File: config.mk
export PLATFORM = sky130hd
export DESIGN_NAME = mesh_term_in_fifo
export DESIGN_NICKNAME = d
export VERILOG_FILES = /design/src/rtl/mesh_term_pkg.sv /design/src/rtl/mesh_term_ptr.sv /design/src/rtl/mesh_term_in_fifo.sv
export SDC_FILE = /design/constraint.sdc
export NUM_CORES = 1
export LEC_CHECK = 0
export CAP_MARGIN = 0
export CORE_MARGIN = 5
export CORE_UTILIZATION = 60
export CTS_BUF_LIST = sky130_fd_sc_hd__clkbuf_4
export CTS_CLUSTER_DIAMETER = 120
export CTS_CLUSTER_SIZE = 24
export DETAILED_ROUTE_END_ITERATION = 6
export PLACE_DENSITY = 0.82
export SLEW_MARGIN = 20
export SYNTH_ARGS = -nofsm -noshare
export SYNTH_HDL_FRONTEND = slang
export SYNTH_SLANG_ARGS = --single-unit
File: constraint.sdc
create_clock -name clk -period 2.82 [get_ports clk]
set_input_delay 0.705 -clock clk [delete_from_list [all_inputs] [get_ports clk]]
set_output_delay 0.705 -clock clk [all_outputs]
set_load 0.05 [all_outputs]
File: src/rtl/mesh_term_pkg.sv
// Shared header layout, stamping helper and counter widths for the mesh terminal ingress FIFO.
// Field offsets are counted down from the packet MSB.
package mesh_term_pkg;

  localparam int NXT_JUMP_W = 8;
  localparam int ROW_W      = 4;
  localparam int COL_W      = 4;
  localparam int ROW_OFS    = NXT_JUMP_W;
  localparam int COL_OFS    = ROW_OFS + ROW_W;
  localparam int MODE_OFS   = COL_OFS + COL_W;
  localparam int HDR_W      = MODE_OFS + 1;
  localparam int DROP_CNT_W = 16;

  typedef logic [HDR_W-1:0] hdr_t;

  // Clears next-jump; row, column and mode pass through unchanged.
  function automatic hdr_t stamp_hdr(input hdr_t hdr);
    return hdr & hdr_t'({(HDR_W-NXT_JUMP_W){1'b1}});
  endfunction

endpackage

File: src/rtl/mesh_term_ptr.sv
// Wrap-around circular-buffer pointer: advances by one on inc and wraps from DEPTH-1 to 0.
module mesh_term_ptr #(
  parameter int DEPTH = 8
) (
  input  logic                     clk,
  input  logic                     rst_n,
  input  logic                     inc,
  output logic [$clog2(DEPTH)-1:0] ptr
);

  localparam int PW = $clog2(DEPTH);
  localparam logic [PW-1:0] LAST = PW'(DEPTH - 1);

  logic [PW-1:0] ptr_q, ptr_d;

  always_comb begin
    ptr_d = ptr_q;
    if (inc) ptr_d = (ptr_q == LAST) ? '0 : ptr_q + 1'b1;
  end

  always_ff @(posedge clk or negedge rst_n) begin
    if (!rst_n) ptr_q <= '0;
    else        ptr_q <= ptr_d;
  end

  assign ptr = ptr_q;

endmodule

File: src/rtl/mesh_term_in_fifo.sv
// Terminal-side ingress FIFO for one mesh port: show-ahead head, next-jump stamped on write.
// Define MESH_TERM_DEST_CHECK_EN to drop pushes whose target row/column lies outside the mesh.
module mesh_term_in_fifo
  import mesh_term_pkg::*;
#(
  parameter int pckg_sz    = 40,
  parameter int fifo_depth = 8,
  parameter int ROWS       = 4,
  parameter int COLUMS     = 4
) (
  input  logic                              clk,
  input  logic                              reset,
  input  logic                              push,
  input  logic [pckg_sz-1:0]                data_in,
  output logic                              full,
  output logic                              pndng_i_in,
  output logic [pckg_sz-1:0]                data_out_i_in,
  input  logic                              popin,
  output logic [$clog2(fifo_depth+1)-1:0]   count,
  output logic [DROP_CNT_W-1:0]             drop_cnt
);

  localparam int PW = $clog2(fifo_depth);
  localparam int CW = $clog2(fifo_depth + 1);

  // Terminal IDs ROWS+1 / COLUMS+1 must still fit the 4-bit header fields.
  if (pckg_sz < 24 || fifo_depth < 2 || (fifo_depth & (fifo_depth - 1)) != 0 ||
      ROWS + 1 > 15 || COLUMS + 1 > 15) begin : g_bad_param
    $error("mesh_term_in_fifo: unsupported parameter set");
  end

  logic [PW-1:0]         wr_ptr, rd_ptr;
  logic [pckg_sz-1:0]    mem_q [fifo_depth];
  logic [pckg_sz-1:0]    mem_d [fifo_depth];
  logic [CW-1:0]         count_q, count_d;
  logic                  full_q, full_d;
  logic                  pndng_q, pndng_d;
  logic [DROP_CNT_W-1:0] drop_q, drop_d;
  logic                  pop_ok, accepted, dest_ok;
  logic [pckg_sz-1:0]    wdata;

`ifdef MESH_TERM_DEST_CHECK_EN
  logic [ROW_W-1:0] tgt_row;
  logic [COL_W-1:0] tgt_col;
  assign tgt_row = data_in[pckg_sz-1-ROW_OFS -: ROW_W];
  assign tgt_col = data_in[pckg_sz-1-COL_OFS -: COL_W];
  assign dest_ok = (int'(tgt_row) <= ROWS + 1) && (int'(tgt_col) <= COLUMS + 1);
`else
  assign dest_ok = 1'b1;
`endif

  assign wdata = {stamp_hdr(data_in[pckg_sz-1 -: HDR_W]), data_in[pckg_sz-HDR_W-1:0]};

  always_comb begin
    pop_ok   = popin & pndng_q;
    // A pop in the same cycle frees the slot, so a full buffer can still take the push.
    accepted = push & (~full_q | pop_ok) & dest_ok;
    count_d  = count_q;
    case ({accepted, pop_ok})
      2'b10:   count_d = count_q + 1'b1;
      2'b01:   count_d = count_q - 1'b1;
      default: count_d = count_q;
    endcase
    full_d  = (count_d == CW'(fifo_depth));
    pndng_d = (count_d != '0);
    drop_d  = drop_q;
    if (push && !accepted && drop_q != '1) drop_d = drop_q + 1'b1;
    mem_d = mem_q;
    if (accepted) mem_d[wr_ptr] = wdata;
  end

  mesh_term_ptr #(.DEPTH(fifo_depth)) u_wr_ptr (
    .clk   (clk),
    .rst_n (reset),
    .inc   (accepted),
    .ptr   (wr_ptr)
  );

  mesh_term_ptr #(.DEPTH(fifo_depth)) u_rd_ptr (
    .clk   (clk),
    .rst_n (reset),
    .inc   (pop_ok),
    .ptr   (rd_ptr)
  );

  // Storage is cleared on reset so the head output reads zero out of reset.
  always_ff @(posedge clk or negedge reset) begin
    if (!reset) begin
      count_q <= '0;
      full_q  <= 1'b0;
      pndng_q <= 1'b0;
      drop_q  <= '0;
      for (int i = 0; i < fifo_depth; i++) mem_q[i] <= '0;
    end else begin
      count_q <= count_d;
      full_q  <= full_d;
      pndng_q <= pndng_d;
      drop_q  <= drop_d;
      for (int i = 0; i < fifo_depth; i++) mem_q[i] <= mem_d[i];
    end
  end

  assign full          = full_q;
  assign pndng_i_in    = pndng_q;
  assign count         = count_q;
  assign drop_cnt      = drop_q;
  assign data_out_i_in = mem_q[rd_ptr];

endmodule

## Word level (Yosys, flattened, before mapping)

Cells that the tools add are included.

| operators by class | value |
|---|---|
| equal/unequal tests | 6 |
| mux-type cells | 9 |
| bitwise gates (word level) | 6 |
| magnitude comparators | 3 |
| add/subtract/negate cells | 5 |
| reductions and logical operators | 5 |

Operators by type and width:

| kind | count |
|---|---|
| 320-bit bitwise mux | 1 |
| 40-bit binary-select mux with 3-bit select | 1 |
| 40-bit demux with 3-bit select | 1 |
| 40-bit 2-to-1 mux | 3 |
| 16-bit by 1-bit adder with 16-bit output, second input constant | 1 |
| 16-bit inequality test, second input constant | 1 |
| 4-bit greater-or-equal comparator, second input constant | 2 |
| 3-bit inverter with 4-bit output | 2 |
| 4-bit case mux with 2 select lines | 1 |
| 3-bit by 1-bit adder with 3-bit output, second input constant | 2 |
| 3-bit == test, second input constant | 2 |
| 3-bit 2-to-1 mux | 2 |
| 4-bit by 1-bit adder with 4-bit output, second input constant | 1 |
| 4-bit == test, second input constant | 1 |
| 4-bit by 1-bit < comparator with 1-bit output, second input constant | 1 |
| 4-bit nonzero test | 1 |
| 4-bit by 1-bit subtractor with 4-bit output, second input constant | 1 |
| 1-bit logical AND | 3 |
| 1-bit AND | 2 |
| 2-bit by 1-bit == test with 1-bit output, second input constant | 1 |
| 2-bit == test, second input constant | 1 |
| 1-bit zero test | 1 |
| 1-bit inverter | 1 |
| 1-bit bitwise OR | 1 |

| word-level totals | value |
|---|---|
| input bits | 44 |
| bits in registers | 348 |
| logic and storage cells | 48 |
| output and inout port bits | 62 |

## Longest topological paths before layout

Gate-level depths: netlist of the first run.

| depth | value |
|---|---|
| depth in word-level cells | 6 |
| depth in mapped cells | 10 |
| depth with buffers taken out | 10 |

## By module

A second synthesis of the first run with hierarchy kept.

| second synthesis, totals | value |
|---|---|
| cell total of the unflattened synthesis | 799 |
| area total of the unflattened synthesis | 13,096.3 um^2 |

Modules (own cells, without submodules):

| module | cells each | area each (um^2) | seq. area each (um^2) | times used |
|---|---|---|---|---|
| mesh_term_in_fifo | 781 | 12,821.0 | 6,956.7 | 1 |
| mesh_term_ptr | 9 | 137.6 | 75.1 | 2 |

## Least setup slack after synthesis of the first run

OpenSTA, ideal clock, no wires.

| timing | value |
|---|---|
| path kind | flip-flop to flip-flop |
| from | register full_q (netlist: full) |
| to | register pndng_q (netlist: pndng_i_in) |
| arrival time | 2.569 ns |
| cell stages (with the launch flop) | 11 |
| buffers on the path | 0 |
| path slack | 0.116 ns |
| data required time | 2.685 ns |
| library setup time | 0.135 ns |
| clock period less this slack | 2.704 ns |
| path through | dfrtp_1 a21boi_2 nor2_8 inv_4 ha_1 xor2_1 ha_1 mux2_2 nor2_1 nor4b_1 o211ai_1 |

| between the ends | value |
|---|---|
| cells in the longest elaborated chain, start to end | 6 |
| elaborated cells between the ends (all ways) | 7 |
| classes of those cells | eq/ne: 2; mux: 1; bitwise: 3; reduce/logical: 1 |

Ends and longest elaborated chain:

| what | line | text |
|---|---|---|
| start: declaration | mesh_term_in_fifo.sv:36 | `logic full_q, full_d;` |
| start signal: assignment | mesh_term_in_fifo.sv:96 | `full_q <= full_d;` |
| 1-bit inverter (*) | mesh_term_in_fifo.sv:57 | `accepted = push & (~full_q \| pop_ok) & dest_ok;` |
| 1-bit bitwise OR (*) | mesh_term_in_fifo.sv:57 |  |
| 1-bit AND (*) | mesh_term_in_fifo.sv:57 |  |
| 2-bit by 1-bit == test with 1-bit output or 2-bit == test (tied branches) | mesh_term_in_fifo.sv:59 | `case ({accepted, pop_ok})` |
| 4-bit case mux with 2 select lines (*) | mesh_term_in_fifo.sv:59 |  |
| via count_d[1] | mesh_term_in_fifo.sv:35 | `logic [CW-1:0] count_q, count_d;` |
| 4-bit nonzero test (*) | mesh_term_in_fifo.sv:65 | `pndng_d = (count_d != '0);` |
| via pndng_d | mesh_term_in_fifo.sv:37 | `logic pndng_q, pndng_d;` |
| end signal: assignment | mesh_term_in_fifo.sv:97 | `pndng_q <= pndng_d;` |
| end: declaration | mesh_term_in_fifo.sv:37 |  |

The timed path passes the listed nets; every way through them passes the cells marked *.
A chain may end at the register's enable or synchronous reset.

## Final worst setup path of the first run

| timing | value |
|---|---|
| from | register u_rd_ptr.ptr_q[0] (netlist: u_rd_ptr.ptr[0]) |
| to | output port data_out_i_in[18] |

| between the ends | value |
|---|---|
| cells in the longest elaborated chain, start to end | 4 |

Ends and longest elaborated chain:

| what | line | text |
|---|---|---|
| start: declaration | mesh_term_ptr.sv:14 | `logic [PW-1:0] ptr_q, ptr_d;` |
| start signal: assignment | mesh_term_ptr.sv:23 | `else ptr_q <= ptr_d;` |
| 3-bit inverter with 4-bit output (implied by the code) | mesh_term_in_fifo.sv:107 | `assign data_out_i_in = mem_q[rd_ptr];` |
| 40-bit binary-select mux with 3-bit select | mesh_term_in_fifo.sv:107 |  |
| 40-bit 2-to-1 mux (implied by the code) (2 in a row) | mesh_term_in_fifo.sv:107 |  |
| end: declaration | mesh_term_in_fifo.sv:17 | `output logic [pckg_sz-1:0] data_out_i_in,` |

No other way between the ends. The select of a mux whose other input is x is not followed.

==> results of run 1 <==
[state kept, by name, indices dropped and copies added, names as in the netlist]
register and cells:
mem_q 256, drop_cnt 16, count 4, u_rd_ptr.ptr 3, u_wr_ptr.ptr 3, full 1, pndng_i_in 1
[layout make-up]
cell class,instances,area (um2),share of cell area [%]
multi-input cells,471,5660,37.56
well taps,275,344.1,2.283
flip-flops and latches,284,7113,47.19
clock buffers,17,127.6,0.8467
diodes,1,2.502,0.01660
inverters,5,21.27,0.1411
clock inverters,1,30.03,0.1992
repair buffers,144,1773,11.76
[how the worst max path moves through the flow]
stage	start	end	slack (ns)	cells after the start
after CTS	u_rd_ptr.ptr[0]	data_out_i_in[12]	-0.41	4
after global placement	popin	pndng_i_in	-0.26	11
after floorplan	full	pndng_i_in	0.12	10
after detailed placement	popin	pndng_i_in	-0.44	11
after global routing	u_rd_ptr.ptr[0]	data_out_i_in[18]	-0.43	5
final	u_rd_ptr.ptr[0]	data_out_i_in[18]	-0.33	5
[metal layers]
metal	vias to the layer above	wire [um]	GRT usage [%]	part of all wire, %
li1	3218	-	-	-
met4	0	473	4.302	1.7
met3	30	1112	2.750	4.0
met2	143	14440	39.04	53
met1	3921	11470	30.34	42
met5	-	0	0	0
[stage by stage]
step	setup TNS [ns]	hold WS [ns]	area (um2)
after floorplan	0	0.4094	13010
after global placement	-0.5634	0.4617	14410
after detailed placement	-1.323	0.4743	14410
after CTS	-12.00	0.5199	14740
after global routing	-13.33	0.5469	15070
final	-9.968	0.5173	15070
[cells in the mapped netlist, types with 2 or more instances]
| library cell | n |
|---|---|
| mux4_2 | 64 |
| nor3_2 | 2 |
| nor2_1 | 5 |
| xnor2_1 | 4 |
| buf_2 | 23 |
| a21o_1 | 3 |
| a21oi_1 | 4 |
| a211oi_1 | 3 |
| buf_4 | 14 |
| nor4b_4 | 2 |
| nor4_1 | 3 |
| o31ai_1 | 2 |
| nand4b_1 | 3 |
| buf_6 | 3 |
| inv_1 | 3 |
| mux2_1 | 10 |
| nand3_1 | 9 |
| xor2_1 | 11 |
| nand4_1 | 6 |
| nand2b_1 | 2 |
| clkbuf_1 | 13 |
| mux2_2 | 284 |
| nand2_1 | 13 |
| nor3_1 | 7 |
| dfrtp_1 | 284 |
| ha_1 | 8 |
| o211ai_1 | 2 |
[report_power, final]
part,leakage (nW),switching (mW),total [mW],internal [mW]
registers,3.45,1.09,7.08,5.99
clock network,0.0924,1.13,1.50,0.372
logic,2.99,5.22,11.1,5.88
[what timing repair did]
action	CTS	global route
endpoints found under the setup margin	32	35
resized for setup	42	26
hold buffers	1	0
cloned	0	9
endpoints found under the hold margin	62	0
pin swaps	0	0
buffers inserted	0	3
[cells in the final DEF (no fill, tap or decap), types with 10 or more instances in the layout]
master / count
dfrtp_1: 281
clkdlybuf4s50_1: 53
nand2_1: 13
mux2_1: 10
mux4_2: 64
mux2_2: 264
xor2_1: 11
buf_8: 10
buf_6: 27
clkbuf_4: 17
buf_12: 16
buf_4: 25
mux2_4: 20
[kinds of logic (layout without fill, tap and decap cells)]
logic type,count (synthesis),count (layout),share of synthesized area (%)
other cells,1,9,0.02889
buf+inv,59,167,2.525
compound gates,21,21,1.205
flops,284,284,54.74
fa+ha+maj,8,8,0.7710
xor+xnor,15,15,1.012
mux,358,358,36.60
simple gates,61,61,3.113
[critical path: stages (launching register included)]
cell,delay (ns)
dfrtp_4,0.51
buf_12,0.14
clkbuf_16,0.17
mux4_2,0.50
mux2_4,0.29
buf_6,0.15
==> impl_metrics.py, run 1 <==
metrics = {
    "critical_path": {
        "cp.required_ns": 2.12,
        "worst-setup-path-type": "reg2out",
        "r2r_start": "pndng_i_in",
        "worst-r2r-setup-slack_ns": 0.31,
        "reg2reg_to": "full",
        "startpoint_type": "flip-flop",
        "crit_arrival_ns": 2.45,
        "r2r_cells": 10,
        "path_max_fanout": 6,
        "critPathCaptureType": "primary output",
    },
    "layout": {
        "fillCellCount": 1302,
        "layout-drive-gt1-share_pct": 50.65,
        "postLayoutCoreUtil_pct": 71.25,
        "instances_no_fill": 1198,
        "final_nets": 973,
        "syn2layout_area_growth_pct": 16.10,
    },
    "job": {
        "cap_violations": 0,
    },
    "route": {
        "antenna_left": 0,
        "drt-pass1-iter-count": 4,
        "viasPerCell": 6.104,
        "routedWlPerCell_um": 22.94,
        "drc": 0,
        "routed_wl_mm": 27.49,
        "drtIter0Drc": 361,
        "vias": 7312,
    },
    "synth": {
        "synth.area.top_cells": "dfrtp_1, mux2_2, mux4_2, buf_2, mux2_1",
        "synthFlopType": "dfrtp_1",
        "synthArstFlopShare_pct": 100.0,
        "netlist-cell-type-count": 47,
        "syn_avg_cell_area_um2": 16.09,
        "yosysSeqAreaShare_pct": 54.74,
        "yosys.area.top_type": "dfrtp_1",
        "synth_cells": 807,
        "synth.cell_area_mm2": 0.01298,
        "yosys_warnings": 0,
        "synth_top_area_share_pct": 54.74,
        "synth_seq_cells": 284,
        "synth_edf_count": 0,
    },
    "placement": {
        "place_ws_ns": -0.4410,
        "hpwl_mm": 17.33,
        "gp_congestion": 0.7932,
        "io_buffers": 89,
        "dp_cells": 1166,
    },
    "status": {
        "violations": "setup timing",
        "status": "complete, but fails checks",
    },
    "clocking": {
        "path_clk_slew_ns": 0.23,
        "h-tree-depth": 1,
        "cts_tree": "done",
        "cts_buffer_depth": 3,
        "clock_latency_ns": 0.66,
        "cts_root_buf": "clkbuf_4",
        "cts_buffers": 15,
        "clock_sinks": 284,
    },
    "min_path": {
        "min_to": "mem_q[305]",
        "hp-start": "mem_q[305]",
        "worstHoldPathCells": 1,
        "hp-class": "reg2reg",
    },
    "die": {
        "io_pins": 106,
        "chipHeight_um": 157.1,
        "die_area_mm2": 0.02468,
        "start_util_pct": 61.37,
        "die_x_um": 157.1,
        "num_rows": 53,
        "core_mm2": 0.02115,
    },
    "sta": {
        "slew_headroom_pct": 60.66,
        "min_period_ns": 3.152,
        "finalClockSkew_ns": 0.02364,
        "rsz0062_at_grt": "yes",
        "drv_slew": 0,
        "period_share_pct": 111.8,
        "worst_pin_slew_ns": 0.5869,
        "setup_slack_ns": -0.3325,
        "hold_viol_final": 0,
        "finalSetupViolations": 32,
        "max_freq_mhz": 317.2,
    },
    "global_route": {
        "grt_usage_pct": 22.17,
        "grt_max_degree": 70,
        "grt_pass1_vias": 8160,
        "grt_pass1_wl_mm": 43.83,
        "overflow": 0,
        "grt_antenna_before_repair": 1,
    },
    "power_and_ir_drop": {
        "p_leak_nw": 6.532,
        "power_density_mw_per_mm2": 1306,
        "power_mw": 19.68,
        "peakVddDrop_mv": 1.201,
    },
}
No activity file was read; power rests on OpenSTA's default activity.
==> inputs of run 2 (changes only) <==
- ABC_CLOCK_PERIOD_IN_PS: unset -> 2820
- CTS_BUF_LIST: sky130_fd_sc_hd__clkbuf_4 -> sky130_fd_sc_hd__clkbuf_8
- SETUP_SLACK_MARGIN: unset -> 0.02
==> run 2 against run 1 <==
Against the previous run: critical path type unchanged; total power increased by 1.2%; cell area increased by 0.23%; largest cell class unchanged; final cell count decreased by 0.25%; clock skew decreased by 0.0084 ns; register-to-register slack improved by 0.16 ns; largest power group unchanged; clock power increased by 17%; the flow still finishes with violations (setup timing).
==> impl_metrics.py, run 2 (synthesis gave the netlist of run 1 again) <==
metrics = {
    "sta": {
        "min_period_ns": 3.038,
        "slew_headroom_pct": 61.23,
        "setup_slack_ns": -0.2179,
        "finalSetupViolations": 32,
        "rsz0062_at_grt": "yes",
        "hold_viol_final": 0,
        "worst_pin_slew_ns": 0.5784,
        "max_freq_mhz": 329.2,
        "period_share_pct": 107.7,
        "drv_slew": 0,
        "finalClockSkew_ns": 0.01521,
    },
    "layout": {
        "layout_commonest_cell": "dfrtp_1",
        "mostFrequentLayoutCells": "dfrtp_1, mux2_2, mux4_2",
        "regMostFlops": "mem_q",
        "final_nets": 971,
        "instances_no_fill": 1195,
        "layout-drive-gt1-share_pct": 50.54,
        "design_area_mm2": 0.01511,
        "largest_register_ffs": 256,
        "antenna_cells": 0,
        "syn2layout_area_growth_pct": 16.36,
    },
    "placement": {
        "io_buffers": 89,
        "place_area_mm2": 0.01441,
        "dp_cells": 1166,
        "place_ws_ns": -0.4410,
        "hpwl_mm": 17.33,
        "gp_congestion": 0.7932,
    },
    "power_and_ir_drop": {
        "p_int_mw": 12.44,
        "p_seq_share_pct": 35.7,
        "combPwrFrac_pct": 55.5,
        "power_density_mw_per_mm2": 1319,
        "peakVddDrop_mv": 1.295,
        "power.switching_mw": 7.483,
        "clkPwrFrac_pct": 8.8,
        "p_leak_nw": 6.516,
        "switching_share_pct": 37.55,
    },
    "global_route": {
        "overflow": 0,
        "grt_usage_pct": 22.57,
        "grt_antenna_before_repair": 0,
        "grt_max_degree": 70,
        "grt_pass1_vias": 8201,
        "grt_pass1_wl_mm": 44.37,
    },
    "die": {
        "die_x_um": 157.1,
        "num_rows": 53,
        "core_mm2": 0.02115,
        "die_area_mm2": 0.02468,
        "io_pins": 106,
        "chipHeight_um": 157.1,
        "start_util_pct": 61.37,
    },
    "clocking": {
        "clock_latency_ns": 0.53,
        "cts_buffer_depth": 3,
        "path_clk_slew_ns": 0.14,
        "clock_sinks": 284,
        "cts_root_buf": "clkbuf_8",
        "cts_buffers": 15,
        "h-tree-depth": 1,
        "cts_tree": "done",
    },
    "route": {
        "antenna_left": 0,
        "drtIter0Drc": 307,
        "drt-pass1-iter-count": 4,
        "drc": 0,
        "vias": 7281,
        "routedWlPerCell_um": 22.97,
        "viasPerCell": 6.093,
        "routed_wl_mm": 27.45,
    },
    "critical_path": {
        "crit_arrival_ns": 2.33,
        "cp.required_ns": 2.12,
        "critPathTopFamily": "multiplexers",
        "cpMaxStageDelayCell": "dfrtp_4",
        "path_max_fanout": 6,
        "path_cells": "buf_4 -> buf_12 -> mux4_2 -> mux2_4 -> buf_8",
        "crit_buf_inv": 3,
        "critPathCaptureType": "primary output",
        "worst-setup-path-type": "reg2out",
        "critPathMaxStageDelay_ns": 0.53,
        "startpoint_type": "flip-flop",
    },
    "min_path": {
        "hp-class": "in2async",
    },
    "status": {
        "violations": "setup timing",
        "status": "complete, but fails checks",
    },
    "job": {
        "cap_violations": 0,
    },
}
run 2: cell count changes in the layout (fill, tap and decap cells not counted), sizes merged:
cell and delta:
buf +2, clkbuf -5, clkdlybuf4s50 +3, diode -1, dlygate4sd3 -1, dlymetal6s2s -3, inv +2
run 2: worst reg2reg max path, stage by stage, from the launching register on:
cell and delay (ns):
dfrtp_1 0.46, a21boi_2 0.29, nor2_8 0.05, inv_4 0.06, ha_1 0.18, xor2_1 0.17
ha_1 0.25, mux2_2 0.28, nor2_1 0.14, nor4b_2 0.27, o2bb2a_1 0.18
run 2: routing by layer:
layer / vias to the layer above / part of all wire, % / GRT usage [%]
met5: - / 0 / 0
met4: 0 / 1.8 / 4.465
met3: 27 / 4.1 / 2.695
met2: 154 / 54 / 40.15
met1: 3893 / 40 / 30.54
li1: 3207 / - / -
run 2: power by group through the flow:
stage                     Combinational [mW]  Clock, mW  Sequential [mW]
after CTS                               10.8       1.81             7.10
after global routing                    11.7       1.94             7.34
after floorplan                         7.35          0             6.89
after detailed placement                9.85          0             7.20
final                                   11.1       1.75             7.11
after global placement                  9.56          0             6.94
run 2: through the flow:
stage          total power, mW  utilization (%)  setup TNS, ns  hold WS (ns)
2_1_floorplan            14.24                -              0        0.4094
3_3_place_gp             16.50            68.11        -0.5634        0.4617
3_5_place_dp             17.05            68.11         -1.323        0.4743
4_1_cts                  19.66            70.75         -6.640        0.1070
5_1_grt                  20.98            71.41         -8.211        0.1295
6_report                 19.93            71.41         -5.446        0.1048
run 2: area by class of cell:
type / instances / area, um2
Sequential cell: 284 / 7113
Fill cell: 1283 / 6047
Multi-Input combinational cell: 471 / 5670
Timing Repair Buffer: 142 / 1714
Tap cell: 275 / 344.1
Clock buffer: 15 / 206.4
Clock inverter: 3 / 37.54
Inverter: 5 / 21.27
run 2: timing repair:
action,4_1_cts,5_1_grt
pin swaps,0,0
resized for setup,46,22
buffers inserted,4,3
setup endpoints to repair,32,34
hold buffers,0,0
cloned,3,3
run 2: path summary, 6_finish.rpt:
path	from	end	slack (ns)	depth (start not counted)
min	reset	mem_q[247]	0.10	1
max	u_rd_ptr.ptr[0]	data_out_i_in[1]	-0.22	5
min reg2reg	mem_q[305]	mem_q[305]	0.50	1
min in group clk	mem_q[305]	mem_q[305]	0.50	1
max reg2reg	pndng_i_in	full	0.47	10
max in group asynchronous	reset	u_rd_ptr.ptr[0]	1.86	2
